[src/rtl/uart_pkg.sv]
// Shared UART definitions for the transmit and receive paths.
// Parity sense selected by UART_TX_ODD_PARITY_EN (undefined: even parity).
package uart_pkg;

    localparam int DEF_CLK_FREQ  = 50_000_000;
    localparam int DEF_BAUD_RATE = 115_200;
    localparam int FRAME_BITS    = 11;

    typedef enum logic [2:0] {
        IDLE   = 3'd0,
        START  = 3'd1,
        DATA   = 3'd2,
        PARITY = 3'd3,
        STOP   = 3'd4
    } tx_state_e;

    function automatic logic parity_of(input logic [7:0] data);
`ifdef UART_TX_ODD_PARITY_EN
        return ~(^data);
`else
        return ^data;
`endif
    endfunction

endpackage

[src/rtl/uart_tx_parity_if.sv]
// Host-side byte handshake and TX line of the UART transmitter.
interface uart_tx_parity_if;
    logic       tx_start;
    logic [7:0] tx_data;
    logic       serial_out;
    logic       tx_busy;
    logic       tx_done;

    modport master (output tx_start, output tx_data,
                    input serial_out, input tx_busy, input tx_done);
    modport slave  (input tx_start, input tx_data,
                    output serial_out, output tx_busy, output tx_done);
endinterface

[src/rtl/uart_baud_tick.sv]
// Bit-period counter: bit_end on the last cycle of each serial bit,
// bit_pre_end one cycle earlier so registered outputs can line up with it.
module uart_baud_tick #(
    parameter int CLKS_PER_BIT = 434,
    localparam int CNT_W = (CLKS_PER_BIT > 2) ? $clog2(CLKS_PER_BIT) : 1
) (
    input  logic clk,
    input  logic rst,
    input  logic clr,
    output logic bit_end,
    output logic bit_pre_end
);
    logic [CNT_W-1:0] cnt_reg;

    assign bit_end     = (cnt_reg == CNT_W'(CLKS_PER_BIT - 1));
    assign bit_pre_end = (cnt_reg == CNT_W'(CLKS_PER_BIT - 2));

    always_ff @(posedge clk or negedge rst) begin
        if (!rst)
            cnt_reg <= '0;
        else if (clr || bit_end)
            cnt_reg <= '0;
        else
            cnt_reg <= cnt_reg + 1'b1;
    end
endmodule

[src/rtl/uart_tx_parity.sv]
// UART transmitter: start, 8 data bits LSB first, parity, stop.
// Odd parity when UART_TX_ODD_PARITY_EN is defined, even otherwise.
module uart_tx_parity
    import uart_pkg::*;
#(
    parameter int CLK_FREQ     = DEF_CLK_FREQ,
    parameter int BAUD_RATE    = DEF_BAUD_RATE,
    parameter int CLKS_PER_BIT = CLK_FREQ / BAUD_RATE
) (
    input  logic            clk,
    input  logic            rst,
    uart_tx_parity_if.slave bus
);
    tx_state_e  state_reg;
    logic [7:0] shift_reg;
    logic [2:0] bit_idx_reg;
    logic       parity_reg;
    logic       serial_out_reg;
    logic       busy_reg;
    logic       done_reg;
    logic       bit_end;
    logic       bit_pre_end;

    // Counter is held clear while idle, so START always begins at count 0.
    uart_baud_tick #(.CLKS_PER_BIT(CLKS_PER_BIT)) u_baud_tick (
        .clk         (clk),
        .rst         (rst),
        .clr         (state_reg == IDLE),
        .bit_end     (bit_end),
        .bit_pre_end (bit_pre_end)
    );

    always_ff @(posedge clk or negedge rst) begin
        if (!rst) begin
            state_reg      <= IDLE;
            shift_reg      <= '0;
            bit_idx_reg    <= '0;
            parity_reg     <= 1'b0;
            serial_out_reg <= 1'b1;
            busy_reg       <= 1'b0;
            done_reg       <= 1'b0;
        end else begin
            // Raised one cycle ahead so the pulse sits on the final stop-bit cycle.
            done_reg <= (state_reg == STOP) && bit_pre_end;
            case (state_reg)
                IDLE: begin
                    serial_out_reg <= 1'b1;
                    if (bus.tx_start) begin
                        shift_reg      <= bus.tx_data;
                        parity_reg     <= parity_of(bus.tx_data);
                        bit_idx_reg    <= '0;
                        serial_out_reg <= 1'b0;
                        busy_reg       <= 1'b1;
                        state_reg      <= START;
                    end
                end
                START: begin
                    if (bit_end) begin
                        serial_out_reg <= shift_reg[0];
                        bit_idx_reg    <= '0;
                        state_reg      <= DATA;
                    end
                end
                DATA: begin
                    if (bit_end) begin
                        if (bit_idx_reg == 3'd7) begin
                            serial_out_reg <= parity_reg;
                            state_reg      <= PARITY;
                        end else begin
                            serial_out_reg <= shift_reg[bit_idx_reg + 3'd1];
                            bit_idx_reg    <= bit_idx_reg + 3'd1;
                        end
                    end
                end
                PARITY: begin
                    if (bit_end) begin
                        serial_out_reg <= 1'b1;
                        state_reg      <= STOP;
                    end
                end
                STOP: begin
                    if (bit_end) begin
                        busy_reg  <= 1'b0;
                        state_reg <= IDLE;
                    end
                end
                default: begin
                    serial_out_reg <= 1'b1;
                    busy_reg       <= 1'b0;
                    state_reg      <= IDLE;
                end
            endcase
        end
    end

    assign bus.serial_out = serial_out_reg;
    assign bus.tx_busy    = busy_reg;
    assign bus.tx_done    = done_reg;
endmodule

[src/flat_wrapper.sv]
// flat-port wrapper written by rule: the top's interface ports become plain ports
module uart_tx_parity_flat import uart_pkg::*;
#(
    parameter int CLK_FREQ     = DEF_CLK_FREQ,
    parameter int BAUD_RATE    = DEF_BAUD_RATE,
    parameter int CLKS_PER_BIT = CLK_FREQ / BAUD_RATE
)
  (clk, rst, bus_tx_start, bus_tx_data, bus_serial_out, bus_tx_busy, bus_tx_done);
  uart_tx_parity_if bus_i ();
  input  logic clk;
  input  logic rst;
  input wire logic [$bits(bus_i.tx_start)-1:0] bus_tx_start;
  input wire logic [$bits(bus_i.tx_data)-1:0] bus_tx_data;
  output wire logic [$bits(bus_i.serial_out)-1:0] bus_serial_out;
  output wire logic [$bits(bus_i.tx_busy)-1:0] bus_tx_busy;
  output wire logic [$bits(bus_i.tx_done)-1:0] bus_tx_done;
  assign bus_i.tx_start = bus_tx_start;
  assign bus_i.tx_data = bus_tx_data;
  assign bus_serial_out = bus_i.serial_out;
  assign bus_tx_busy = bus_i.tx_busy;
  assign bus_tx_done = bus_i.tx_done;
  uart_tx_parity #(.CLK_FREQ(CLK_FREQ), .BAUD_RATE(BAUD_RATE), .CLKS_PER_BIT(CLKS_PER_BIT)) u_core (.clk(clk), .rst(rst), .bus(bus_i));
endmodule
[config.mk]
export PLATFORM = sky130hd
export DESIGN_NAME = uart_tx_parity_flat
export DESIGN_NICKNAME = d
export VERILOG_FILES = /design/src/rtl/uart_pkg.sv /design/src/rtl/uart_tx_parity_if.sv /design/src/rtl/uart_baud_tick.sv /design/src/rtl/uart_tx_parity.sv /design/src/flat_wrapper.sv
export SDC_FILE = /design/constraint.sdc
export NUM_CORES = 1
export LEC_CHECK = 0
export CORE_ASPECT_RATIO = 0.6
export CORE_UTILIZATION = 45
export CTS_BUF_LIST = sky130_fd_sc_hd__clkbuf_8
export DETAILED_ROUTE_END_ITERATION = 8
export PLACE_DENSITY_LB_ADDON = 0.1
export SLEW_MARGIN = 20
export SYNTH_ARGS = -nofsm -noshare
export SYNTH_HDL_FRONTEND = slang
export SYNTH_SLANG_ARGS = --single-unit
[constraint.sdc]
create_clock -name clk -period 2.6 [get_ports clk]
set_input_delay 0.52 -clock clk [delete_from_list [all_inputs] [get_ports clk]]
set_output_delay 0.52 -clock clk [all_outputs]
set_load 0.02 [all_outputs]
-- Yosys cells after proc, flatten, opt, wreduce, memory -nomap -nowiden
Index checks and enable logic that the tools add are counted.
- flip-flop bits (word level): 27
- output and inout bits: 3
- logic and storage cells: 61
- add/sub/neg operators: 2
- $lt $le $gt $ge: 1
- eq/ne operators: 14
- multiplexer cells: 23
- bitwise operators: 2
- reduce and logical (&&, ||, !) cells: 11
- operators by type and width (cell ; number):
    $mux 3 ; 9
    $eq 9x9->1 const B ; 2
    $pmux 3 s5 ; 1
    $ne 2x2->1 const B ; 6
    $add 9x1->9 const B ; 1
    $mux 9 ; 1
    $pmux 3 s3 ; 1
    $mux 1 ; 8
    $reduce_xor 8->1 ; 1
    $eq 3x2->1 const B ; 2
    $eq 3x3->1 const B ; 2
    $reduce_and 6->1 ; 1
    $pmux 1 s5 ; 1
    $reduce_and 5->1 ; 1
    $lt 3x4->1 const B ; 1
    $reduce_and 4->1 ; 1
    $add 3x1->3 const B ; 1
    $bmux 1 s3 ; 1
    $eq 3x1->1 const B ; 1
    $logic_not 3->1 ; 1
    $pmux 1 s3 ; 1
    $reduce_and 3->1 ; 1
    $reduce_bool 3->1 ; 1
    $reduce_or 3->1 ; 1
    5 further kinds ; 6

-- Longest topological paths before layout
- depth in word-level cells: 6
- depth in mapped cells: 6
- mapped depth without buffers: 6

-- Modules after synthesis
A second synthesis with hierarchy kept.
- cell total of the unflattened synthesis: 130
- area, all modules: 1498.9 um^2
- by module, submodules not included (module ; times used ; cells an instance ; area an instance (um^2) ; sequential area each (um^2)):
    uart_tx_parity ; 1 ; 81 ; 1004.7 ; 451.7
    uart_baud_tick ; 1 ; 49 ; 494.2 ; 225.2

-- Worst setup path after synthesis
Ideal clock, no wire load.
- path type: flip-flop to flip-flop
- start point: register u_core.bit_idx_reg[0]
- end point: register u_core.bit_idx_reg[0]
- setup time: 0.128 ns
- arrival time: 1.596 ns
- required time: 2.472 ns
- slack: 0.876 ns
- stages on the path, launching flop included: 6
- cell sequence: dfrtp_1 -> ha_1 -> ha_1 -> o22a_1 -> a211oi_4 -> mux2_1
- word-level cells in the longest chain between the ends: 4
- elaborated cells between the ends (all ways): 7
- ends and longest elaborated chain (element ; line ; text):
    start, declared ; uart_tx_parity.sv:16 ; logic [2:0] bit_idx_reg;
    start signal, assigned ; uart_tx_parity.sv:71 ; bit_idx_reg <= bit_idx_reg + 3'd1;
    $add 3x1->3 ; uart_tx_parity.sv:71 ;
    $mux 3 ; uart_tx_parity.sv:66 ; if (bit_idx_reg == 3'd7) begin
    $mux 3 ; uart_tx_parity.sv:65 ; if (bit_end) begin
    $pmux 3 s3 ; uart_tx_parity.sv:45 ; case (state_reg)
Several ways; a longest one is shown, not always the timed one. The select of a mux whose other input is x is not followed.
A chain may end at the register's enable or synchronous reset.

-- Final worst setup path
Same ends and word-level chain as after synthesis.

==> impl_metrics.tcl <==
set metrics [dict create \
    ys_ff_latch 27 \
    drt-total-wl_um 2773 \
    gp_congestion 0.7882 \
    grt_pass1_vias 957 \
    worstMarginPinSlew_ns 0.5179 \
    drt-pass1-iter-count 3 \
    cts_buffer_depth 2 \
    antenna_found_initial 0 \
    pin_count 14 \
    cts_buffers 3 \
    num_vias 1006 \
    mostFrequentLayoutCell "dfrtp_1" \
    rsz0062_at_grt "false" \
    synth_area_leaders "dfrtp_1 44%, xnor2_1 7.1%, mux2_2 6.1%" \
    ctsHoldBuffers 0 \
    netlist_area_um2 1480 \
    finalSetupViolations 0 \
    syn_area_per_cell_um2 10.88 \
    grt_max_degree 28 \
    worst_setup_path_end_kind "flop" \
    grt_usage_pct 17.92 \
    start_kind "flop" \
    post_drt_wl_per_cell_um 14.37 \
    worstSkewPairLatency_ns 0.27 \
    largest_reg_flops 9 \
    drive_gt1_share_pct 13.25 \
    holdPathEnd "u_core.bus.serial_out" \
    syn_inst 136 \
    dieHeight_um 46.43 \
    reg2reg_from "u_core.bit_idx_reg[0]" \
    hp-start "u_core.bus.serial_out" \
    postCtsSetupRepairBufs 0 \
    cts_tree "yes" \
    power_density_nw_per_um2 612.9 \
    status "finished clean" \
    syn2layout_area_growth_pct 15.55 \
    yosysWarnings 0 \
    r2r-end "u_core.bit_idx_reg[0]" \
    layout.nets 168 \
    grt_pass1_wl_um 4581 \
    hold_class "reg -> reg" \
    crit_fanout 7 \
    use_met3_pct 4.752 \
    reg2reg_slack_ns 0.54 \
    root_buffer "clkbuf_8" \
    start_util_pct 49.29 \
    cts_resized 0 \
    cts_sinks 27 \
    htreeDepth 1 \
    arrival_ns 2.22 \
    syn-num-nets 152 \
    hpwlAfterDp_um 2139 \
    synth_area_leader_cell "dfrtp_1" \
    core-area_um2 3003 \
    yosysSeqAreaShare_pct 45.73 \
    skew_ns 0.001753 \
    port_buffers 13 \
    globalRouteMet2Util_pct 29.27 \
    max-slew-margin-rel_pct 65.47 \
    critical_path_class "reg -> reg" \
    met1_usage_pct 24.26 \
    fmax_ghz 0.4852 \
    ys_types 35 \
    min_period_ns 2.061 \
    clk_pin_slew_ns 0.09 \
    cap_violations 0 \
    grt.busiest_layer "met2" \
    num_rows 15 \
    r2r.worst_path.cells 5 \
    fin_util_pct 56.96 \
    initialDrtViolationCount 59 \
    worstHoldPathCells 1 \
    vias_per_cell 5.212 \
    slew_violations 0 \
    drtAntennaViolNets 0 \
    final_cell_mix "26 x dfrtp_1, 18 x nor2_1, 13 x clkdlybuf4s50_1" \
    synth_top_area_share_pct 43.96 \
    p_leak_nw 0.6904 \
    dieWidth_um 76.04 \
    overflow 0 \
    drc 0 \
    setup-tns-final_ns 0 \
    hold_viol 0 \
    required_ns 2.76 \
    n_antenna_cell 0 \
    die_area_um2 3530 \
    finalCritPeriodShare_pct 79.27 \
    fillCellCount 265 \
    max-vdd-ir-drop_mv 0.3597 \
]
-- worst max-delay path by stage --
stage | end | start | slack (ns) | depth (start not counted)
final | u_core.bit_idx_reg[0] | u_core.bit_idx_reg[0] | 0.54 | 5
after global routing | u_core.bit_idx_reg[0] | u_core.bit_idx_reg[0] | 0.47 | 5
after CTS | u_core.bit_idx_reg[0] | u_core.bit_idx_reg[0] | 0.54 | 5
after detailed placement | u_core.bit_idx_reg[0] | bus_tx_start | 0.48 | 5
after global placement | u_core.bit_idx_reg[0] | bus_tx_start | 0.55 | 5
after floorplan | u_core.bit_idx_reg[0] | u_core.bit_idx_reg[0] | 0.88 | 5
-- worst max-delay path, stage by stage, from the launching register on --
cell and delay [ns]:
dfrtp_1 0.51, ha_1 0.27, ha_1 0.25, o22a_1 0.26
a211oi_4 0.31, mux2_1 0.36
-- metal layers --
metal	routed length (um)	up-vias
met5	0	-
met2	1200	11
li1	-	500
met3	81	2
met1	1469	493
met4	21	0
-- cell type report --
class | instances | area [um2] | area share (%)
multi-input combinational | 98 | 759.5 | 44.40
sequential | 27 | 676.9 | 39.58
timing repair buffer | 16 | 152.6 | 8.925
tap | 42 | 52.55 | 3.072
clock buffer | 3 | 41.29 | 2.414
inverter | 6 | 22.52 | 1.317
clock inverter | 1 | 5.005 | 0.2926
-- synthesized netlist by cell type --
master     instances
dfrtp_1           26
nor2_1            18
xnor2_1           12
mux2_2             8
mux2i_1            7
nand3_1            7
inv_1              6
nand2_1            6
ha_1               5
xor2_1             4
and3_1             3
clkbuf_1           3
nor2b_1            3
a21oi_1            2
buf_2              2
nor3_1             2
nor4b_4            2
o21ai_0            2
o31ai_1            2
a211oi_1           1
a211oi_4           1
a21boi_0           1
a22oi_1            1
a2bb2oi_1          1
a311oi_1           1
a31oi_1            1
dfstp_2            1
mux2_1             1
nand2b_1           1
nand3_4            1
nand4_1            1
nor3b_1            1
o22a_1             1
o32ai_1            1
or3b_1             1
-- logic make-up (layout without fill, tap and decap cells) --
| family | after synthesis | count (layout) | share of synthesized area (%) |
|---|---|---|---|
| XOR/XNOR | 16 | 16 | 9.467 |
| adder cells (fa/ha/maj) | 5 | 5 | 4.227 |
| buffers and inverters | 11 | 26 | 2.958 |
| flip-flops | 27 | 27 | 45.73 |
| AND/OR/NAND/NOR | 46 | 46 | 18.01 |
| multiplexers | 16 | 16 | 11.58 |
| AO/OA/AOI/OAI | 15 | 15 | 8.032 |
-- report_power, final --
group          leakage [nW]  switching (mW)  internal (mW)
clock network        0.0255           0.131          0.107
registers             0.330          0.0863          0.500
logic                 0.335           0.106          0.118
total                 0.690           0.323          0.725
-- metrics by stage --
step	hold slack (ns)	worst slack, ns	power (mW)	cell area [um2]	instances
2_1_floorplan	0.2244	0.8760	0.7403	1480	136
3_3_place_gp	0.4922	0.5512	0.8044	1664	189
3_5_place_dp	0.4996	0.4791	0.8199	1664	189
4_1_cts	0.5178	0.5409	1.059	1710	193
5_1_grt	0.5370	0.4653	1.112	1710	193
6_report	0.5121	0.5389	1.048	1710	193
(Power assumes the default switching activity.)
